<file path="src/rtl/mdu_seq.sv">
// Iterative multiply/divide unit with architectural HI/LO registers.
// Ports: clk, rst (async, active high), start/op/a/b request,
//        busy/done handshake, hi/lo architectural registers.
module mdu_seq #(
    parameter int WIDTH = 32
) (
    input  logic             clk,
    input  logic             rst,
    input  logic             start,
    input  logic [2:0]       op,
    input  logic [WIDTH-1:0] a,
    input  logic [WIDTH-1:0] b,
    output logic             busy,
    output logic             done,
    output logic [WIDTH-1:0] hi,
    output logic [WIDTH-1:0] lo
);

    localparam int CW = $clog2(WIDTH);
    localparam logic [CW-1:0] LAST = CW'(WIDTH - 1);

    // op[2:1] selects the operation family
    localparam logic [1:0] K_MUL = 2'b00;
    localparam logic [1:0] K_DIV = 2'b01;
    localparam logic [1:0] K_MAC = 2'b10;

    typedef enum logic [1:0] {
        IDLE,
        CALC,
        FINISH
    } state_t;

    state_t state, state_n;

    logic [CW-1:0]      cnt;
    logic [1:0]         kind_q;
    logic [WIDTH-1:0]   a_q;
    logic [WIDTH-1:0]   mb_q;
    logic               neg_q;
    logic               rneg_q;
    logic               dz_q;
    // upper half: partial product / remainder
    // lower half: multiplier / dividend-quotient
    logic [2*WIDTH-1:0] p;

    logic busy_n, done_n;
    logic go, mt, sgn;
    logic [WIDTH-1:0] ma, mb;

    logic [WIDTH-1:0]   addend;
    logic [WIDTH:0]     msum;
    logic [2*WIDTH-1:0] mul_next;
    logic [WIDTH:0]     dt;
    logic [WIDTH:0]     ddiff;
    logic               dge;
    logic [WIDTH-1:0]   rem_next;
    logic [2*WIDTH-1:0] div_next;
    logic [2*WIDTH-1:0] prod;
    logic [WIDTH-1:0]   quo, rem;

    always_comb begin
        go  = (state == IDLE) && start && !(op[2] && op[1]);
        mt  = (state == IDLE) && start && op[2] && op[1];
        // MULT, DIV and MADD are the even codes below 6
        sgn = !op[0];
        ma  = (sgn && a[WIDTH-1]) ? -a : a;
        mb  = (sgn && b[WIDTH-1]) ? -b : b;
    end

    always_comb begin
        addend   = p[0] ? mb_q : {WIDTH{1'b0}};
        msum     = {1'b0, p[2*WIDTH-1:WIDTH]} + {1'b0, addend};
        mul_next = {msum, p[WIDTH-1:1]};

        dt       = {p[2*WIDTH-1:WIDTH], p[WIDTH-1]};
        ddiff    = dt - {1'b0, mb_q};
        dge      = (dt >= {1'b0, mb_q});
        rem_next = dge ? ddiff[WIDTH-1:0] : dt[WIDTH-1:0];
        div_next = {rem_next, p[WIDTH-2:0], dge};

        prod = neg_q ? -p : p;
        quo  = neg_q ? -p[WIDTH-1:0] : p[WIDTH-1:0];
        rem  = rneg_q ? -p[2*WIDTH-1:WIDTH]
                      : p[2*WIDTH-1:WIDTH];
    end

    always_comb begin
        state_n = state;
        unique case (state)
            IDLE:    if (go) state_n = CALC;
            CALC:    if (cnt == LAST) state_n = FINISH;
            FINISH:  state_n = IDLE;
            default: state_n = IDLE;
        endcase
        busy_n = (state_n != IDLE);
        done_n = (state == FINISH) || mt;
    end

    always_ff @(posedge clk or posedge rst) begin
        if (rst) begin
            state <= IDLE;
            busy  <= 1'b0;
            done  <= 1'b0;
        end else begin
            state <= state_n;
            busy  <= busy_n;
            done  <= done_n;
        end
    end

    always_ff @(posedge clk or posedge rst) begin
        if (rst) begin
            hi     <= '0;
            lo     <= '0;
            cnt    <= '0;
            kind_q <= '0;
            a_q    <= '0;
            mb_q   <= '0;
            neg_q  <= 1'b0;
            rneg_q <= 1'b0;
            dz_q   <= 1'b0;
            p      <= '0;
        end else begin
            unique case (state)
                IDLE: begin
                    if (go) begin
                        kind_q <= op[2:1];
                        a_q    <= a;
                        mb_q   <= mb;
                        neg_q  <= sgn && (a[WIDTH-1] ^ b[WIDTH-1]);
                        rneg_q <= sgn && a[WIDTH-1];
                        dz_q   <= (b == '0);
                        p      <= {{WIDTH{1'b0}}, ma};
                        cnt    <= '0;
                    end else if (mt) begin
                        if (op[0]) lo <= a;
                        else       hi <= a;
                    end
                end
                CALC: begin
                    cnt <= cnt + CW'(1);
                    if (kind_q == K_DIV) p <= div_next;
                    else                 p <= mul_next;
                end
                FINISH: begin
                    unique case (kind_q)
                        K_MUL: {hi, lo} <= prod;
                        K_MAC: {hi, lo} <= {hi, lo} + prod;
                        K_DIV: begin
                            // b=0 leaves the dividend in HI, not its magnitude
                            if (dz_q) begin
                                lo <= '1;
                                hi <= a_q;
                            end else begin
                                lo <= quo;
                                hi <= rem;
                            end
                        end
                        default: ;
                    endcase
                end
                default: ;
            endcase
        end
    end

endmodule

</file>
<file path="config.mk">
export PLATFORM = sky130hd
export DESIGN_NAME = mdu_seq
export DESIGN_NICKNAME = d
export VERILOG_FILES = /design/src/rtl/mdu_seq.sv
export SDC_FILE = /design/constraint.sdc
export NUM_CORES = 1
export LEC_CHECK = 0
export CORE_ASPECT_RATIO = 1.75
export CORE_MARGIN = 2
export CORE_UTILIZATION = 53
export CTS_CLUSTER_DIAMETER = 80
export CTS_CLUSTER_SIZE = 16
export DETAILED_ROUTE_END_ITERATION = 10
export PLACE_DENSITY_LB_ADDON = 0.1
export SETUP_SLACK_MARGIN = 0.15
export SYNTH_ARGS = -nofsm -noshare
export SYNTH_HDL_FRONTEND = slang
export SYNTH_SLANG_ARGS = --single-unit
</file>
<file path="constraint.sdc">
create_clock -name clk -period 14.6 [get_ports clk]
set_clock_uncertainty 0.15 [all_clocks]
set_input_delay 2.19 -clock clk [delete_from_list [all_inputs] [get_ports clk]]
set_output_delay 2.19 -clock clk [all_outputs]
set_load 0.01 [all_outputs]
</file>
==> impl_metrics.xml, run 1 <==
<?xml version="1.0" encoding="UTF-8"?>
<metrics>
  <group name="clock_tree">
    <metric name="cts.root.buffer_cell" unit="">sky130_fd_sc_hd__clkbuf_16</metric>
    <metric name="cts_sink_cnt" unit="">206</metric>
    <metric name="post-cts-setup-buffer-count" unit="">0</metric>
    <metric name="cts.hold.buffers_added" unit="">0</metric>
    <metric name="cts_resized" unit="">0</metric>
    <metric name="cts-htree-levels" unit="">1</metric>
    <metric name="clk_pin_slew" unit="ns">0.09</metric>
    <metric name="tritoncts.num_buffers" unit="">17</metric>
    <metric name="cts_buffer_depth" unit="">3</metric>
    <metric name="worst_skew_pair_later_pin_latency" unit="ns">0.53</metric>
    <metric name="clock_tree_from_tritoncts" unit="">built</metric>
  </group>
  <group name="logic_synthesis">
    <metric name="synth_area_leader_cell" unit="">sky130_fd_sc_hd__dfrtp_1</metric>
    <metric name="seq_area_frac_synth" unit="">0.2391</metric>
    <metric name="synthArstFlopShare" unit="">1.000</metric>
    <metric name="synth.distinct_cells" unit="">86</metric>
    <metric name="main_synth_ff_type" unit="">sky130_fd_sc_hd__dfrtp_1</metric>
    <metric name="syn-mean-instance-area" unit="µm²">7.464</metric>
    <metric name="synth_cells" unit="">2889</metric>
    <metric name="netlist.area_leader.share" unit="">0.2391</metric>
    <metric name="synth-seq-cells" unit="">206</metric>
    <metric name="synth_edf_count" unit="">0</metric>
    <metric name="synthesis.nets" unit="">3113</metric>
    <metric name="mappedNetlistArea" unit="mm²">0.02156</metric>
    <metric name="yosys_warning_total" unit="">0</metric>
    <metric name="main_area_contributors_after_synthesis" unit="">sky130_fd_sc_hd__dfrtp_1, sky130_fd_sc_hd__ha_1, sky130_fd_sc_hd__o21ai_0</metric>
  </group>
  <group name="min_path">
    <metric name="min_delay_path_depth" unit="">2</metric>
    <metric name="worstHoldPathType" unit="">reg2reg</metric>
  </group>
  <group name="critical_path">
    <metric name="critical_path_peak_fanout" unit="">33</metric>
    <metric name="critical_path_class" unit="">reg2reg</metric>
    <metric name="arrival" unit="ns">7.76</metric>
    <metric name="endpoint_kind" unit="">register</metric>
    <metric name="cp_launch_type" unit="">register</metric>
    <metric name="worstRegToRegCells" unit="">19</metric>
    <metric name="worst_endpoint_required_time" unit="ns">14.92</metric>
  </group>
  <group name="timing">
    <metric name="setup_repair_after_global_routing_missed_its_margin" unit="">no</metric>
    <metric name="hold_viol_final" unit="">0</metric>
    <metric name="achievable-frequency" unit="GHz">0.1343</metric>
    <metric name="min_tclk_post_route" unit="ns">7.447</metric>
    <metric name="report.final.setup_viol" unit="">0</metric>
    <metric name="setup_tns" unit="ns">0</metric>
    <metric name="timing.final.crit_share" unit="">0.5101</metric>
    <metric name="maxSlewViolCount" unit="">0</metric>
    <metric name="max_slew_margin" unit="">0.1760</metric>
    <metric name="worst-slew-pin-transition" unit="ns">1.231</metric>
    <metric name="hold_slack" unit="ns">0.3184</metric>
  </group>
  <group name="job">
    <metric name="maxCapViolations" unit="">0</metric>
  </group>
  <group name="die">
    <metric name="i_o_pins" unit="">136</metric>
    <metric name="floorplan.initialDensity" unit="">0.5384</metric>
    <metric name="die-area" unit="mm²">0.04238</metric>
    <metric name="area_of_the_core" unit="mm²">0.04005</metric>
    <metric name="placement_rows" unit="">97</metric>
    <metric name="die-height" unit="µm">270.8</metric>
    <metric name="chipWidth" unit="µm">156.5</metric>
  </group>
  <group name="global_route">
    <metric name="global_route_wire_length_before_repair" unit="µm">133000</metric>
    <metric name="grt_pass1_vias" unit="">22190</metric>
    <metric name="largest_net_degree_at_the_start_of_global_routing" unit="">102</metric>
    <metric name="grt_use_total" unit="">0.4148</metric>
    <metric name="grt_overflow" unit="">0</metric>
    <metric name="grt_antenna_before_repair" unit="">1</metric>
  </group>
  <group name="placed_design">
    <metric name="routabilityCongestion" unit="">1.019</metric>
    <metric name="place.detailed.hpwl" unit="µm">66300</metric>
    <metric name="port_buffers" unit="">135</metric>
  </group>
  <group name="routing">
    <metric name="drc_errors" unit="">0</metric>
    <metric name="initialDrtViolationCount" unit="">1890</metric>
    <metric name="num_vias" unit="">22740</metric>
    <metric name="detail_route.vias_per_cell" unit="">6.716</metric>
    <metric name="route.antenna.remaining_nets" unit="">0</metric>
    <metric name="post_drt_wl_per_cell" unit="µm">26.38</metric>
    <metric name="finalWirelength" unit="µm">89280</metric>
    <metric name="detailedRoute.firstPassIterationCount" unit="">5</metric>
  </group>
  <group name="layout">
    <metric name="layout_commonest_cell" unit="">sky130_fd_sc_hd__nand2_1</metric>
    <metric name="fillerInstances" unit="">3774</metric>
    <metric name="antenna_cells" unit="">0</metric>
    <metric name="most_frequent_cells_in_the_layout" unit="">sky130_fd_sc_hd__nand2_1, sky130_fd_sc_hd__o21ai_0, sky130_fd_sc_hd__a21oi_1, sky130_fd_sc_hd__nor2_1, sky130_fd_sc_hd__dfrtp_1</metric>
    <metric name="final_net_count" unit="">3108</metric>
    <metric name="area_growth_syn_to_layout" unit="%">9.069</metric>
    <metric name="share_of_post_route_cells_with_drive_strength_above_1" unit="">0.04014</metric>
  </group>
  <group name="run_status">
    <metric name="run_status" unit="">finished clean</metric>
  </group>
</metrics>
==> per-layer routing <==
layer,up-vias,GRT usage,part of all wire
met5,-,0,0.00013
li1,10410,-,-
met1,10750,0.4405,0.33
met3,396,0.06535,0.076
met4,2,0.3798,0.11
met2,1178,0.6955,0.48
==> sequential cells by signal, indices dropped and copies added (netlist names) <==
| register | flops |
|---|---|
| state | 2 |
| neg_q | 1 |
| mb_q | 32 |
| done | 1 |
| cnt | 5 |
| dz_q | 1 |
| lo | 32 |
| rneg_q | 1 |
| p | 64 |
| hi | 32 |
| busy | 1 |
| a_q | 32 |
| kind_q | 2 |
==> synth_stat cells (9+ instances only) <==
cell and instances:
sky130_fd_sc_hd__a21o_1 82, sky130_fd_sc_hd__o22ai_1 9, sky130_fd_sc_hd__buf_1 14, sky130_fd_sc_hd__mux2i_1 59, sky130_fd_sc_hd__nand2_1 384, sky130_fd_sc_hd__nand2b_1 17, sky130_fd_sc_hd__a22oi_1 10, sky130_fd_sc_hd__or3_1 25
sky130_fd_sc_hd__o21bai_1 20, sky130_fd_sc_hd__o41ai_1 14, sky130_fd_sc_hd__a211o_1 11, sky130_fd_sc_hd__o221ai_1 15, sky130_fd_sc_hd__nor2b_1 18, sky130_fd_sc_hd__nor4_1 22, sky130_fd_sc_hd__a31o_2 11, sky130_fd_sc_hd__inv_1 100
sky130_fd_sc_hd__a211oi_1 47, sky130_fd_sc_hd__dfrtp_1 206, sky130_fd_sc_hd__o21a_1 23, sky130_fd_sc_hd__o31ai_1 44, sky130_fd_sc_hd__nor2_1 216, sky130_fd_sc_hd__xor2_1 96, sky130_fd_sc_hd__clkbuf_1 160, sky130_fd_sc_hd__and2_1 9
sky130_fd_sc_hd__nand3_1 39, sky130_fd_sc_hd__xnor2_1 153, sky130_fd_sc_hd__nor3_1 46, sky130_fd_sc_hd__o211ai_1 21, sky130_fd_sc_hd__ha_1 151, sky130_fd_sc_hd__nand4_1 37, sky130_fd_sc_hd__a31oi_1 31, sky130_fd_sc_hd__a21oi_1 296
sky130_fd_sc_hd__or4_1 15, sky130_fd_sc_hd__o21ai_0 312, sky130_fd_sc_hd__or2_2 15, sky130_fd_sc_hd__a221oi_1 16, sky130_fd_sc_hd__and3_1 25
==> kinds of logic (layout without fill, tap and decap cells) <==
| group | Yosys count | count (layout) | synth area share |
|---|---|---|---|
| flops | 206 | 206 | 0.2391 |
| fa+ha+maj | 154 | 154 | 0.09040 |
| mux | 66 | 66 | 0.03104 |
| buf+inv | 292 | 293 | 0.05547 |
| compound gates | 1021 | 1021 | 0.2911 |
| simple gates | 900 | 900 | 0.1911 |
| xor+xnor | 250 | 250 | 0.1019 |
==> worst max-delay path: stages (launching register included) <==
cell and delay (ns):
sky130_fd_sc_hd__dfrtp_1 0.46, sky130_fd_sc_hd__inv_1 0.08, sky130_fd_sc_hd__buf_4 0.35, sky130_fd_sc_hd__ha_1 0.25, sky130_fd_sc_hd__nor4b_1 0.52, sky130_fd_sc_hd__nand3_1 0.30, sky130_fd_sc_hd__or4_4 0.64, sky130_fd_sc_hd__or2_1 0.50
sky130_fd_sc_hd__o21ai_0 0.34, sky130_fd_sc_hd__xnor2_1 0.19, sky130_fd_sc_hd__ha_1 0.52, sky130_fd_sc_hd__nand4_1 0.27, sky130_fd_sc_hd__or3_1 0.53, sky130_fd_sc_hd__or4_1 0.69, sky130_fd_sc_hd__o211ai_1 0.36, sky130_fd_sc_hd__o31ai_1 0.20
sky130_fd_sc_hd__a211oi_1 0.49, sky130_fd_sc_hd__nor3_1 0.11, sky130_fd_sc_hd__o311a_1 0.30, sky130_fd_sc_hd__o21ai_1 0.12
==> final cells by class <==
class	count	area (µm²)	area share
clock buffers	21	460.4	0.01958
inverters	102	390.4	0.01660
multi-input cells	2391	15280	0.6497
repair buffers	166	1584	0.06735
flip-flops and latches	206	5157	0.2193
clock inverters	4	27.53	0.001170
well taps	495	619.3	0.02633
==> stage by stage <==
step / area, µm² / setup slack, ns / utilization / instances
floorplan: 21560 / 6.636 / - / 2889
global placement: 23030 / 7.529 / 0.5750 / 3360
detailed placement: 23030 / 7.446 / 0.5750 / 3360
CTS: 23520 / 7.358 / 0.5872 / 3385
global route: 23520 / 7.007 / 0.5872 / 3385
finish: 23520 / 7.153 / 0.5872 / 3385
==> path summary, 6_finish.rpt <==
kind | from | endpoint | slack [ns]
hold reg to reg | a_q[26]$_DFFE_PP0P_ | a_q[26]$_DFFE_PP0P_ | 0.32
setup / recovery | p[0]$_DFFE_PP0P_ | hi[31]$_DFFE_PP0P_ | 7.15
setup reg to reg | p[0]$_DFFE_PP0P_ | hi[31]$_DFFE_PP0P_ | 7.15
hold / removal | a_q[26]$_DFFE_PP0P_ | a_q[26]$_DFFE_PP0P_ | 0.32
min in group asynchronous | rst | mb_q[0]$_DFFE_PP0P_ | 1.99
max in group asynchronous | rst | neg_q$_DFFE_PP0P_ | 9.91
Power of run 1 is left out: the tool's default activity adds up to more than one toggle a clock period on the data nets, which glitch-free logic cannot reach.
==> run 2: changes to the inputs <==
clock period = 7.4 ns   (was 14.6 ns; I/O delays follow)
==> impl_metrics.xml, run 2 (synthesis gave the netlist of run 1 again) <==
<?xml version="1.0" encoding="UTF-8"?>
<metrics>
  <group name="routing">
    <metric name="num_vias" unit="">22740</metric>
    <metric name="detail_route.vias_per_cell" unit="">6.701</metric>
    <metric name="post_drt_wl_per_cell" unit="µm">26.28</metric>
    <metric name="finalWirelength" unit="µm">89190</metric>
    <metric name="detailedRoute.firstPassIterationCount" unit="">6</metric>
    <metric name="route.antenna.remaining_nets" unit="">0</metric>
    <metric name="drc_errors" unit="">0</metric>
    <metric name="initialDrtViolationCount" unit="">2085</metric>
  </group>
  <group name="timing">
    <metric name="maxSlewViolCount" unit="">0</metric>
    <metric name="max_slew_margin" unit="">0.05605</metric>
    <metric name="min_tclk_post_route" unit="ns">6.705</metric>
    <metric name="report.final.setup_viol" unit="">0</metric>
    <metric name="setup_repair_after_global_routing_missed_its_margin" unit="">no</metric>
    <metric name="achievable-frequency" unit="GHz">0.1491</metric>
    <metric name="worst-slew-pin-transition" unit="ns">1.411</metric>
    <metric name="hold_viol_final" unit="">0</metric>
    <metric name="setup_tns" unit="ns">0</metric>
    <metric name="timing.final.crit_share" unit="">0.9060</metric>
  </group>
  <group name="global_route">
    <metric name="grt_antenna_before_repair" unit="">2</metric>
    <metric name="grt_pass1_vias" unit="">22490</metric>
    <metric name="global_route_wire_length_before_repair" unit="µm">134000</metric>
    <metric name="grt_overflow" unit="">0</metric>
    <metric name="grt_use_total" unit="">0.4166</metric>
    <metric name="largest_net_degree_at_the_start_of_global_routing" unit="">101</metric>
  </group>
  <group name="clock_tree">
    <metric name="cts_resized" unit="">0</metric>
    <metric name="cts_buffer_depth" unit="">3</metric>
    <metric name="clk_pin_slew" unit="ns">0.08</metric>
    <metric name="cts.root.buffer_cell" unit="">sky130_fd_sc_hd__clkbuf_16</metric>
    <metric name="tritoncts.num_buffers" unit="">17</metric>
    <metric name="clock_tree_from_tritoncts" unit="">built</metric>
    <metric name="post-cts-setup-buffer-count" unit="">0</metric>
    <metric name="cts-htree-levels" unit="">1</metric>
    <metric name="cts.hold.buffers_added" unit="">0</metric>
    <metric name="cts_sink_cnt" unit="">206</metric>
    <metric name="worst_skew_pair_later_pin_latency" unit="ns">0.54</metric>
  </group>
  <group name="critical_path">
    <metric name="critical_path_peak_fanout" unit="">15</metric>
    <metric name="cp_launch_type" unit="">register</metric>
    <metric name="endpoint_kind" unit="">register</metric>
    <metric name="arrival" unit="ns">7.02</metric>
    <metric name="worst_endpoint_required_time" unit="ns">7.71</metric>
    <metric name="rrSetupSlack" unit="ns">0.70</metric>
    <metric name="critical_path_class" unit="">reg2reg</metric>
  </group>
  <group name="layout">
    <metric name="most_frequent_cells_in_the_layout" unit="">sky130_fd_sc_hd__nand2_1, sky130_fd_sc_hd__o21ai_0, sky130_fd_sc_hd__a21oi_1, sky130_fd_sc_hd__nor2_1, sky130_fd_sc_hd__dfrtp_1</metric>
    <metric name="area_growth_syn_to_layout" unit="%">9.290</metric>
    <metric name="post_layout_nonfiller_instances" unit="">3394</metric>
    <metric name="regMostFlops" unit="">p</metric>
    <metric name="largest_register_ffs" unit="">64</metric>
    <metric name="share_of_post_route_cells_with_drive_strength_above_1" unit="">0.04210</metric>
    <metric name="final_net_count" unit="">3116</metric>
    <metric name="layout_commonest_cell" unit="">sky130_fd_sc_hd__nand2_1</metric>
  </group>
  <group name="run_status">
    <metric name="run_status" unit="">finished clean</metric>
  </group>
  <group name="die">
    <metric name="i_o_pins" unit="">136</metric>
    <metric name="chipWidth" unit="µm">156.5</metric>
    <metric name="placement_rows" unit="">97</metric>
    <metric name="area_of_the_core" unit="mm²">0.04005</metric>
    <metric name="floorplan.initialDensity" unit="">0.5384</metric>
    <metric name="die-area" unit="mm²">0.04238</metric>
    <metric name="die-height" unit="µm">270.8</metric>
  </group>
  <group name="placed_design">
    <metric name="routabilityCongestion" unit="">1.060</metric>
    <metric name="place.detailed.hpwl" unit="µm">66710</metric>
    <metric name="placedCellCount" unit="">3368</metric>
    <metric name="port_buffers" unit="">135</metric>
  </group>
  <group name="job">
    <metric name="maxCapViolations" unit="">0</metric>
  </group>
  <group name="min_path">
    <metric name="worstHoldPathType" unit="">reg2reg</metric>
  </group>
</metrics>
==> run 2: cell count changes in the layout (fill, tap and decap cells not counted), sizes merged <==
cell,before,now
clkinv,4,3
diode,0,1
inv,102,101
clkinvlp,0,2
buf,31,39
==> run 2: final timing paths <==
kind,startpoint,to,cells after the start
max,p[0]$_DFFE_PP0P_,hi[31]$_DFFE_PP0P_,18
min reg2reg,a_q[26]$_DFFE_PP0P_,a_q[26]$_DFFE_PP0P_,2
max in group asynchronous,rst,p[29]$_DFFE_PP0P_,3
max reg2reg,p[0]$_DFFE_PP0P_,hi[31]$_DFFE_PP0P_,18
min,a_q[26]$_DFFE_PP0P_,a_q[26]$_DFFE_PP0P_,2
min in group asynchronous,rst,mb_q[5]$_DFFE_PP0P_,2
==> run 2: critical path, cell delays in order (launching register included) <==
cell	delay (ns)
sky130_fd_sc_hd__dfrtp_1	0.45
sky130_fd_sc_hd__inv_1	0.11
sky130_fd_sc_hd__ha_1	0.18
sky130_fd_sc_hd__nor4b_1	0.44
sky130_fd_sc_hd__nand3_1	0.32
sky130_fd_sc_hd__or4_4	0.64
sky130_fd_sc_hd__or2_1	0.48
sky130_fd_sc_hd__o21ai_0	0.48
sky130_fd_sc_hd__xnor2_1	0.17
sky130_fd_sc_hd__ha_1	0.48
sky130_fd_sc_hd__nand4_1	0.27
sky130_fd_sc_hd__or3_1	0.45
sky130_fd_sc_hd__or4_1	0.54
sky130_fd_sc_hd__o211ai_1	0.33
sky130_fd_sc_hd__o31ai_1	0.18
sky130_fd_sc_hd__a211oi_1	0.44
sky130_fd_sc_hd__nor3_1	0.09
sky130_fd_sc_hd__o311a_1	0.29
sky130_fd_sc_hd__o21ai_1	0.13
==> run 2: cell type report <==
cell class              instances  area, µm²
diodes                          1      2.502
clock buffers                  21      440.4
clock inverters                 4      32.53
fillers                      3796      16480
inverters                     102      390.4
multi-input cells            2391      15280
flip-flops and latches        206       5157
well taps                     495      619.3
repair buffers                174       1644
==> run 2: per-stage QoR <==
step	cell area (µm²)	worst slack, ns	util	hold slack [ns]
2_1_floorplan	21560	0.5159	-	0.2800
3_3_place_gp	23090	1.014	0.5765	0.2932
3_5_place_dp	23090	0.8754	0.5765	0.2968
4_1_cts	23560	0.8279	0.5883	0.3134
5_1_grt	23560	0.5501	0.5883	0.3571
6_report	23570	0.6953	0.5884	0.3120
==> run 2: per-layer routing <==
layer  global-route usage  up-vias  part of all wire
li1                     -    10420                 -
met1               0.4346    10710              0.33
met2               0.6944     1181              0.47
met3              0.07961      435             0.079
met4               0.3873        0              0.12
met5                    0        -                 0
Power of run 2 is left out for the same reason.
